**src/rtl/pipe_pkg.sv**
```systemverilog
// Shared pipeline-stage definitions: standard payload widths and bubble constants.
// Latency: n/a (package only).
// Backpressure: n/a (package only).
package pipe_pkg;

  localparam int PC_W    = 32;
  localparam int INSTR_W = 32;
  localparam int IFID_W  = PC_W + INSTR_W;

  // NOP encodings presented in empty slots: addi x0,x0,0 for RISC-V, sll $0,$0,0 for MIPS.
  localparam logic [INSTR_W-1:0] NOP_RISCV = 32'h0000_0013;
  localparam logic [INSTR_W-1:0] NOP_MIPS  = 32'h0000_0000;

  // Number of valid entries held across two slots.
  function automatic logic [1:0] count_valid(input logic a, input logic b);
    return {1'b0, a} + {1'b0, b};
  endfunction

endpackage

```
**src/rtl/pipe_slot.sv**
```systemverilog
// One pipeline slot: valid bit plus DATA_W payload register with load and clear.
// Latency: 1 cycle from load to valid/q.
// Backpressure: none; the owner decides when to load or clear. Clear beats load.
// Ports: clk, rst (sync, active-high), load, clear, d -> valid, q.
module pipe_slot #(
  parameter int DATA_W = 64
) (
  input  logic              clk,
  input  logic              rst,
  input  logic              load,
  input  logic              clear,
  input  logic [DATA_W-1:0] d,
  output logic              valid,
  output logic [DATA_W-1:0] q
);

  always_ff @(posedge clk) begin
    if (rst) begin
      valid <= 1'b0;
      q     <= '0;
    end else if (clear) begin
      valid <= 1'b0;
    end else if (load) begin
      valid <= 1'b1;
      q     <= d;
    end
  end

endmodule

```
**src/rtl/pipe_stage_buffer.sv**
```systemverilog
// Pipeline-stage register with valid/ready handshake, optional 2-entry skid and flush-to-bubble.
// Latency: 1 cycle from upstream transfer to dn_valid when empty; 1 payload/cycle sustained.
// Backpressure: dn_ready=0 stalls; SKID=1 registers up_ready (absorbs one stall), SKID=0 passes it through.
// Ports: clk, rst, en, flush; up_valid/up_ready/up_data; dn_valid/dn_ready/dn_data;
//        occupancy (held entries), drop_cnt (saturating count of entries discarded by flush).
module pipe_stage_buffer
  import pipe_pkg::*;
#(
  parameter int                DATA_W     = IFID_W,
  parameter bit                SKID       = 1'b1,
  parameter logic [DATA_W-1:0] BUBBLE_VAL = '0,
  parameter int                CNT_W      = 16
) (
  input  logic              clk,
  input  logic              rst,
  input  logic              en,
  input  logic              flush,
  input  logic              up_valid,
  output logic              up_ready,
  input  logic [DATA_W-1:0] up_data,
  output logic              dn_valid,
  input  logic              dn_ready,
  output logic [DATA_W-1:0] dn_data,
  output logic [1:0]        occupancy,
  output logic [CNT_W-1:0]  drop_cnt
);

  logic              m_valid;
  logic [DATA_W-1:0] m_data;
  logic              s_valid;
  logic [DATA_W-1:0] s_data;

  logic              up_xfer;
  logic              dn_xfer;
  logic              active;
  logic              do_flush;
  logic              m_load;
  logic              m_clear;
  logic [DATA_W-1:0] m_din;

  assign dn_valid = en & m_valid;
  assign up_xfer  = up_valid & up_ready;
  assign dn_xfer  = dn_valid & dn_ready;
  assign do_flush = en & flush;
  assign active   = en & ~flush;

  // The skid entry is always older than anything upstream, so it refills main first.
  assign m_din = s_valid ? s_data : up_data;

  generate
    if (SKID) begin : g_skid
      logic advance;
      logic s_load;
      logic s_clear;

      // Ready comes from a register only, which cuts the combinational ready chain.
      assign up_ready = en & ~s_valid;
      assign advance  = ~m_valid | dn_xfer;
      assign m_load   = active & advance & (s_valid | up_xfer);
      assign m_clear  = do_flush | (active & advance & ~s_valid & ~up_xfer);
      assign s_load   = active & m_valid & ~dn_xfer & up_xfer;
      assign s_clear  = do_flush | (active & advance & s_valid);

      pipe_slot #(.DATA_W(DATA_W)) u_skid (
        .clk   (clk),
        .rst   (rst),
        .load  (s_load),
        .clear (s_clear),
        .d     (up_data),
        .valid (s_valid),
        .q     (s_data)
      );
    end else begin : g_noskid
      assign up_ready = en & (~m_valid | dn_ready);
      assign m_load   = active & up_xfer;
      assign m_clear  = do_flush | (active & dn_xfer & ~up_xfer);
      assign s_valid  = 1'b0;
      assign s_data   = '0;
    end
  endgenerate

  pipe_slot #(.DATA_W(DATA_W)) u_main (
    .clk   (clk),
    .rst   (rst),
    .load  (m_load),
    .clear (m_clear),
    .d     (m_din),
    .valid (m_valid),
    .q     (m_data)
  );

  assign dn_data   = m_valid ? m_data : BUBBLE_VAL;
  assign occupancy = count_valid(m_valid, s_valid);

  // Drops count what was held at the flush edge, even if main also left downstream that cycle.
  logic [CNT_W:0] cnt_sum;
  assign cnt_sum = {1'b0, drop_cnt} + {{(CNT_W-1){1'b0}}, occupancy};

  always_ff @(posedge clk) begin
    if (rst) begin
      drop_cnt <= '0;
    end else if (do_flush) begin
      drop_cnt <= cnt_sum[CNT_W] ? {CNT_W{1'b1}} : cnt_sum[CNT_W-1:0];
    end
  end

endmodule

```
**config.mk**
```make
export PLATFORM = sky130hd
export DESIGN_NAME = pipe_stage_buffer
export DESIGN_NICKNAME = d
export VERILOG_FILES = /design/src/rtl/pipe_pkg.sv /design/src/rtl/pipe_slot.sv /design/src/rtl/pipe_stage_buffer.sv
export SDC_FILE = /design/constraint.sdc
export NUM_CORES = 1
export LEC_CHECK = 0
export CORE_ASPECT_RATIO = 0.6
export CORE_MARGIN = 5
export CORE_UTILIZATION = 46
export CTS_BUF_LIST = sky130_fd_sc_hd__clkbuf_4 sky130_fd_sc_hd__clkbuf_8
export DETAILED_ROUTE_END_ITERATION = 16
export PLACE_DENSITY = 0.84
export RECOVER_POWER = 50
export SLEW_MARGIN = 20
export SYNTH_ARGS = -nofsm -noshare
export SYNTH_HDL_FRONTEND = slang
export SYNTH_SLANG_ARGS = --single-unit
```
**constraint.sdc**
```tcl
create_clock -name clk -period 2 [get_ports clk]
set_input_delay 0.4 -clock clk [delete_from_list [all_inputs] [get_ports clk]]
set_output_delay 0.4 -clock clk [all_outputs]
set_load 0.05 [all_outputs]
```
Yosys cells after proc, flatten, opt, wreduce, memory -nomap -nowiden --
Index checks and enable logic that the tools add are counted.
Storage, ports and cells: word-level logic and storage cells 39, output and inout port bits 84, bits of input ports 70, register bits after elaboration 146
Cells by class: multiplexer cells 3, add/subtract/negate cells 2, bitwise operators 25, reductions and logical operators 4
Operators with widths (number):
- 2-to-1 mux 64 bit | 2
- adder 16 x 2 -> 17 bit | 1
- 2-to-1 mux 16 bit | 1
- AND 1 bit | 14
- NOT 1 bit | 7
- OR 1 bit | 4
- AND reduction 2 bit | 2
- OR reduction 2 bit | 2
- adder 1 x 1 -> 2 bit | 1

Logic depth before layout (Yosys ltp) --
depth after elaboration 9, depth in mapped cells 8, mapped depth without buffers 8

Modules after synthesis --
Synthesis repeated with hierarchy kept, for this count alone.
Second synthesis, totals: cell total of the unflattened synthesis 842, area, all modules 8212.9 um2
By module, submodules not included:
- pipe_slot | sequential area each 1301.2 um2, area an instance 3025.4 um2, cells each 295, times used 2
- pipe_stage_buffer | sequential area each 320.3 um2, area an instance 2162.1 um2, cells each 252, times used 1

Least setup slack after synthesis --
OpenSTA, ideal clock, no wires.
path type reg2reg, from register u_main.valid, to register drop_cnt[13], data arrival time 2516 ps, setup slack -579 ps, clock period less this slack 2579 ps, required time 1938 ps, library setup time 62 ps, cell stages (with the launch flop) 8, path buffers 0, cell sequence dfxtp_1 -> ha_1 -> ha_1 -> inv_1 -> fa_1 -> nand4b_1 -> or4_4 -> nand3_1
On the way: word-level cells in the longest chain between the ends 3
RTL lines:
- from (decl) | line pipe_slot.sv:13 | output logic valid,
- from (signal assigned) | line pipe_slot.sv:19 | valid <= 1'b0;
- from (signal assigned) | line pipe_slot.sv:22 | valid <= 1'b0;
- from (signal assigned) | line pipe_slot.sv:24 | valid <= 1'b1;
- adder 1 x 1 -> 2 bit | line pipe_pkg.sv:16 | return {1'b0, a} + {1'b0, b};
- via occupancy[0] | line pipe_stage_buffer.sv:24 | output logic [1:0] occupancy,
- adder 16 x 2 -> 17 bit | line pipe_stage_buffer.sv:97 | assign cnt_sum = {1'b0, drop_cnt} + {{(CNT_W-1){1'b0}}, occupancy};
- 2-to-1 mux 16 bit | line pipe_stage_buffer.sv:103 | drop_cnt <= cnt_sum[CNT_W] ? {CNT_W{1'b1}} : cnt_sum[CNT_W-1:0];
- to (signal assigned) | line pipe_stage_buffer.sv:103
- to (decl) | line pipe_stage_buffer.sv:25 | output logic [CNT_W-1:0] drop_cnt
The timed path passes the listed nets, and every way through them passes these cells. A chain may end at the register's enable or synchronous reset.

Worst setup path in the final report --
from register g_skid.u_skid.valid, to register drop_cnt[14]
On the way: word-level cells in the longest chain between the ends 3
RTL lines (line):
- from (decl) | pipe_slot.sv:13
- from (signal assigned) | pipe_slot.sv:19
- from (signal assigned) | pipe_slot.sv:22
- from (signal assigned) | pipe_slot.sv:24
- adder 1 x 1 -> 2 bit | pipe_pkg.sv:16
- adder 16 x 2 -> 17 bit | pipe_stage_buffer.sv:97
- 2-to-1 mux 16 bit | pipe_stage_buffer.sv:103
No other way between the ends.

==> parameters.txt <==
Parameter                              Value

Status
  Result of the run ... complete, but fails checks
  Failing checks ... negative setup slack

Clocking
  CTS buffer count ... 17
  Clock tree from TritonCTS ... built
  Number of levels the H-tree was split into ... 4
  CTS clock-pin slew for the worst setup and hold paths ... ~0.080 ns
  Cell chosen for the clock root ... clkbuf_8
  Source-to-sink clock delay at the later pin of the worst-skew pair ... ~0.44 ns
  Maximum buffer depth of the clock tree ... 2
  TritonCTS Sinks ... 146
  Number of buffers inserted by hold repair at cts ... 0

Timing
  Max-slew violations ... 0
  Minimum clock period ... 2.15 ns
  Relative slew slack ... 0.608
  Actual slew at the worst max-slew pin ... about 0.6 ns
  Setup Viol. Count Final ... 16
  Final hold violation count ... 0
  Unrepaired setup endpoints after global routing ... yes
  Upper clock frequency limit ... 464 MHz
  Worst clock skew on the final layout ... around 0.018 ns
  Tcrit/Tclk final ... 1.08
  Final setup margin ... -0.153 ns

Placed design
  Gp weighted congestion ... between 0.8 and 0.9
  Port bufs ... between 150 and 200
  Half-perimeter wire length after detailed placement ... roughly 12000 um
  Setup slack at placement ... -0.300 ns

Detailed routing
  Vias after detailed routing ... just under 6000
  Average vias per placed instance ... between 5 and 6
  Sum of met2 wire segment lengths after detailed routing ... ~8500 um
  Detailed-routing wirelength on met1 ... 8930 um
  Total wire length after detailed routing ... roughly 19000 um
  WL met3 ... between 1500 and 2000 um
  Detail Route Antenna Nets ... 0
  Uppermost metal layer occupied by signal nets ... met5
  Number of violations reported at the end of detailed-routing iteration 0 ... 401
  Number of DRC violations after detailed routing ... 0
  Routed len/inst ... around 17 um
  Iteration count of the initial detailed-routing pass ... 5

Cells and area
  Post-layout utilization of the core ... 0.727
  Synthesis-to-layout area growth ... 55.4%
  Filler cells ... 953
  Net count of the finished layout ... roughly 990
  Share of layout cells above drive strength 1 ... 0.237
  Antenna Cells ... 0

GRT
  Via count of the first global-routing pass ... roughly 5500
  First-pass GRT wire length ... ~28000 um
  Largest net degree at the start of global routing ... 73
  Number of antenna violations at the first check in global routing ... 1
  Global-route total usage across every layer ... 0.215
  Grt ovf ... 0

Setup path
  R2R Path Start ... g_skid.u_skid.valid
  Kind of critical path ... flip-flop to flip-flop
  Critical Path Start Type ... flip-flop
  Endpoint of the most critical register-to-register path ... drop_cnt[14]
  Flop-to-flop setup slack ... -0.15 ns
  Top fanout value on the critical path ... 5
  Worst reg2reg path depth ... 8
  Nature of the critical path endpoint ... flip-flop
  Required time reported for the critical path endpoint ... around 2.3 ns
  Arrival @ worst endpoint ... between 2 and 2.5 ns

Pwr
  Maximum VDD drop ... between 0.0004 and 0.0005 V
  Power Density ... 625 nW/um^2
  Leakage ... about 3.6 nW

Synth
  Number of distinct library cell variants in the gate-level netlist after synthesis ... 38
  Number of nets produced by synthesis ... approximately 820
  Async set or reset register ratio after synthesis ... 0
  Most used DFF post-synth ... dfxtp_1
  Number of enable-type register cells in the synthesized netlist ... 0
  Yosys warning count ... 0
  Mapped Area ... around 6400 um^2
  Number of register bits inferred by synthesis ... ~150
  Avg Inst Size Synth ... 8.50 um^2
  Cells after synthesis ... 749
  Sequential element share of the synthesized area ... 0.459

Floorplan
  Height of the die ... 101 um
  Number of top-level pins ... roughly 150
  Initial cell density of the core ... 0.467
  Die Outline Area ... between 15000 and 20000 um^2
  Site Rows ... 33
  Placeable core area ... about 14000 um^2
  Die Span X ... 162 um

Min path
  Cells on Worst Hold Path ... 2
  Class of the most critical hold timing path ... input port to flip-flop
  Hold Crit Start ... rst
  Hold-critical path endpoint ... g_skid.u_skid.q[1]

Job
  Count of max-cap constraint violations ... 0
metrics by stage:
stage	total power [mW]	area [um^2]	TNS, ns	instances	hold WS, ns
3_3_place_gp	3.75	9020	-26.50	1058	0.441
5_1_grt	6.42	9900	-3.81	1107	0.211
2_1_floorplan	3.43	6400	-1.75	749	0.436
3_5_place_dp	3.76	9020	-30.15	1058	0.447
4_1_cts	6.19	9590	-0.769	1092	0.214
6_report	6.19	9900	-1.25	1107	0.241
cells by family (layout without fill, tap and decap cells):
family / Yosys count / in the layout / share of synthesized area
AND/OR/NAND/NOR: 305 / 305 / 0.224
AO/OA/AOI/OAI: 153 / 153 / 0.151
flip-flops: 146 / 146 / 0.459
buffers and inverters: 68 / 251 / 0.0444
multiplexers: 65 / 65 / 0.102
XOR/XNOR: 8 / 8 / 0.0110
adder cells (fa/ha/maj): 4 / 4 / 0.00904
sequential cells by signal (all words and copies together) (netlist names):
register             cells
g_skid.u_skid.q         64
u_main.q                64
g_skid.u_skid.valid      1
drop_cnt                16
u_main.valid             1
critical path, cell delays in order (launching register included):
cell	delay, ns
dfxtp_4	0.36
ha_4	0.28
ha_4	0.13
inv_2	0.03
fa_2	0.35
buf_6	0.13
and4b_2	0.40
a31oi_1	0.12
a311oi_1	0.26
synth_stat cells, types with 3 or more instances:
library cell	instances	area, um^2
clkbuf_1	33	124
dfxtp_1	146	2920
nand4_1	3	18.8
mux2i_1	65	651
ha_1	3	37.5
o21ai_1	4	20.0
buf_1	5	18.8
xnor2_1	6	52.6
a21oi_1	73	365
nor2_1	70	263
buf_2	22	110
nor4_1	6	37.5
nand3_1	4	20.0
and2_1	65	407
inv_1	8	30.0
a211oi_1	69	518
nor3_1	6	30.0
nand2_1	137	514
worst max-delay path by stage:
stage                              startpoint                  end  cells after the start
after floorplan                  u_main.valid         drop_cnt[13]                      7
after global placement                  flush  g_skid.u_skid.q[21]                      6
after detailed placement                flush  g_skid.u_skid.q[45]                      6
after CTS                 g_skid.u_skid.valid          drop_cnt[6]                      9
after global routing      g_skid.u_skid.valid          drop_cnt[6]                      9
final                     g_skid.u_skid.valid         drop_cnt[14]                      8
metal layers:
layer	up-vias	track usage
met1	2816	0.298
li1	2906	-
met5	-	0
met4	2	0.0455
met2	197	0.330
met3	13	0.0728
final cells by class:
cell class              count  area [um^2]  share of cell area
clock inverters            12          156              0.0158
multi-input cells         535         3380               0.341
well taps                 175          219              0.0221
flip-flops and latches    146         2930               0.296
inverters                   8         30.0             0.00303
clock buffers              19          255              0.0258
repair buffers            212         2930               0.296
cells in the final DEF, fill, tap and decap left out, types with 6 or more instances in the layout:
cell type / n
and2_1: 37
buf_12: 81
dlygate4sd2_1: 9
clkbuf_8: 18
inv_1: 7
and2_4: 28
a211oi_1: 69
nor2_1: 69
mux2i_1: 65
a21oi_1: 72
buf_4: 35
xnor2_1: 6
dfxtp_1: 143
nand2_1: 135
clkbuf_2: 6
clkdlybuf4s50_1: 68
power by group:
| group | switching, mW | internal, mW |
|---|---|---|
| registers | 0.0449 | 2.99 |
| logic | 0.356 | 0.370 |
| clock network | 1.15 | 1.28 |
| total | 1.56 | 4.64 |
what timing repair did:
| action | 4_1_cts | 5_1_grt |
|---|---|---|
| endpoints found under the hold margin | 0 | 0 |
| gates resized for setup | 40 | 38 |
| pin swaps | 11 | 9 |
| setup buffers | 2 | 11 |
| setup endpoints to repair | 133 | 109 |
| cloned | 1 | 4 |
No activity file was read; power rests on OpenSTA's default activity.
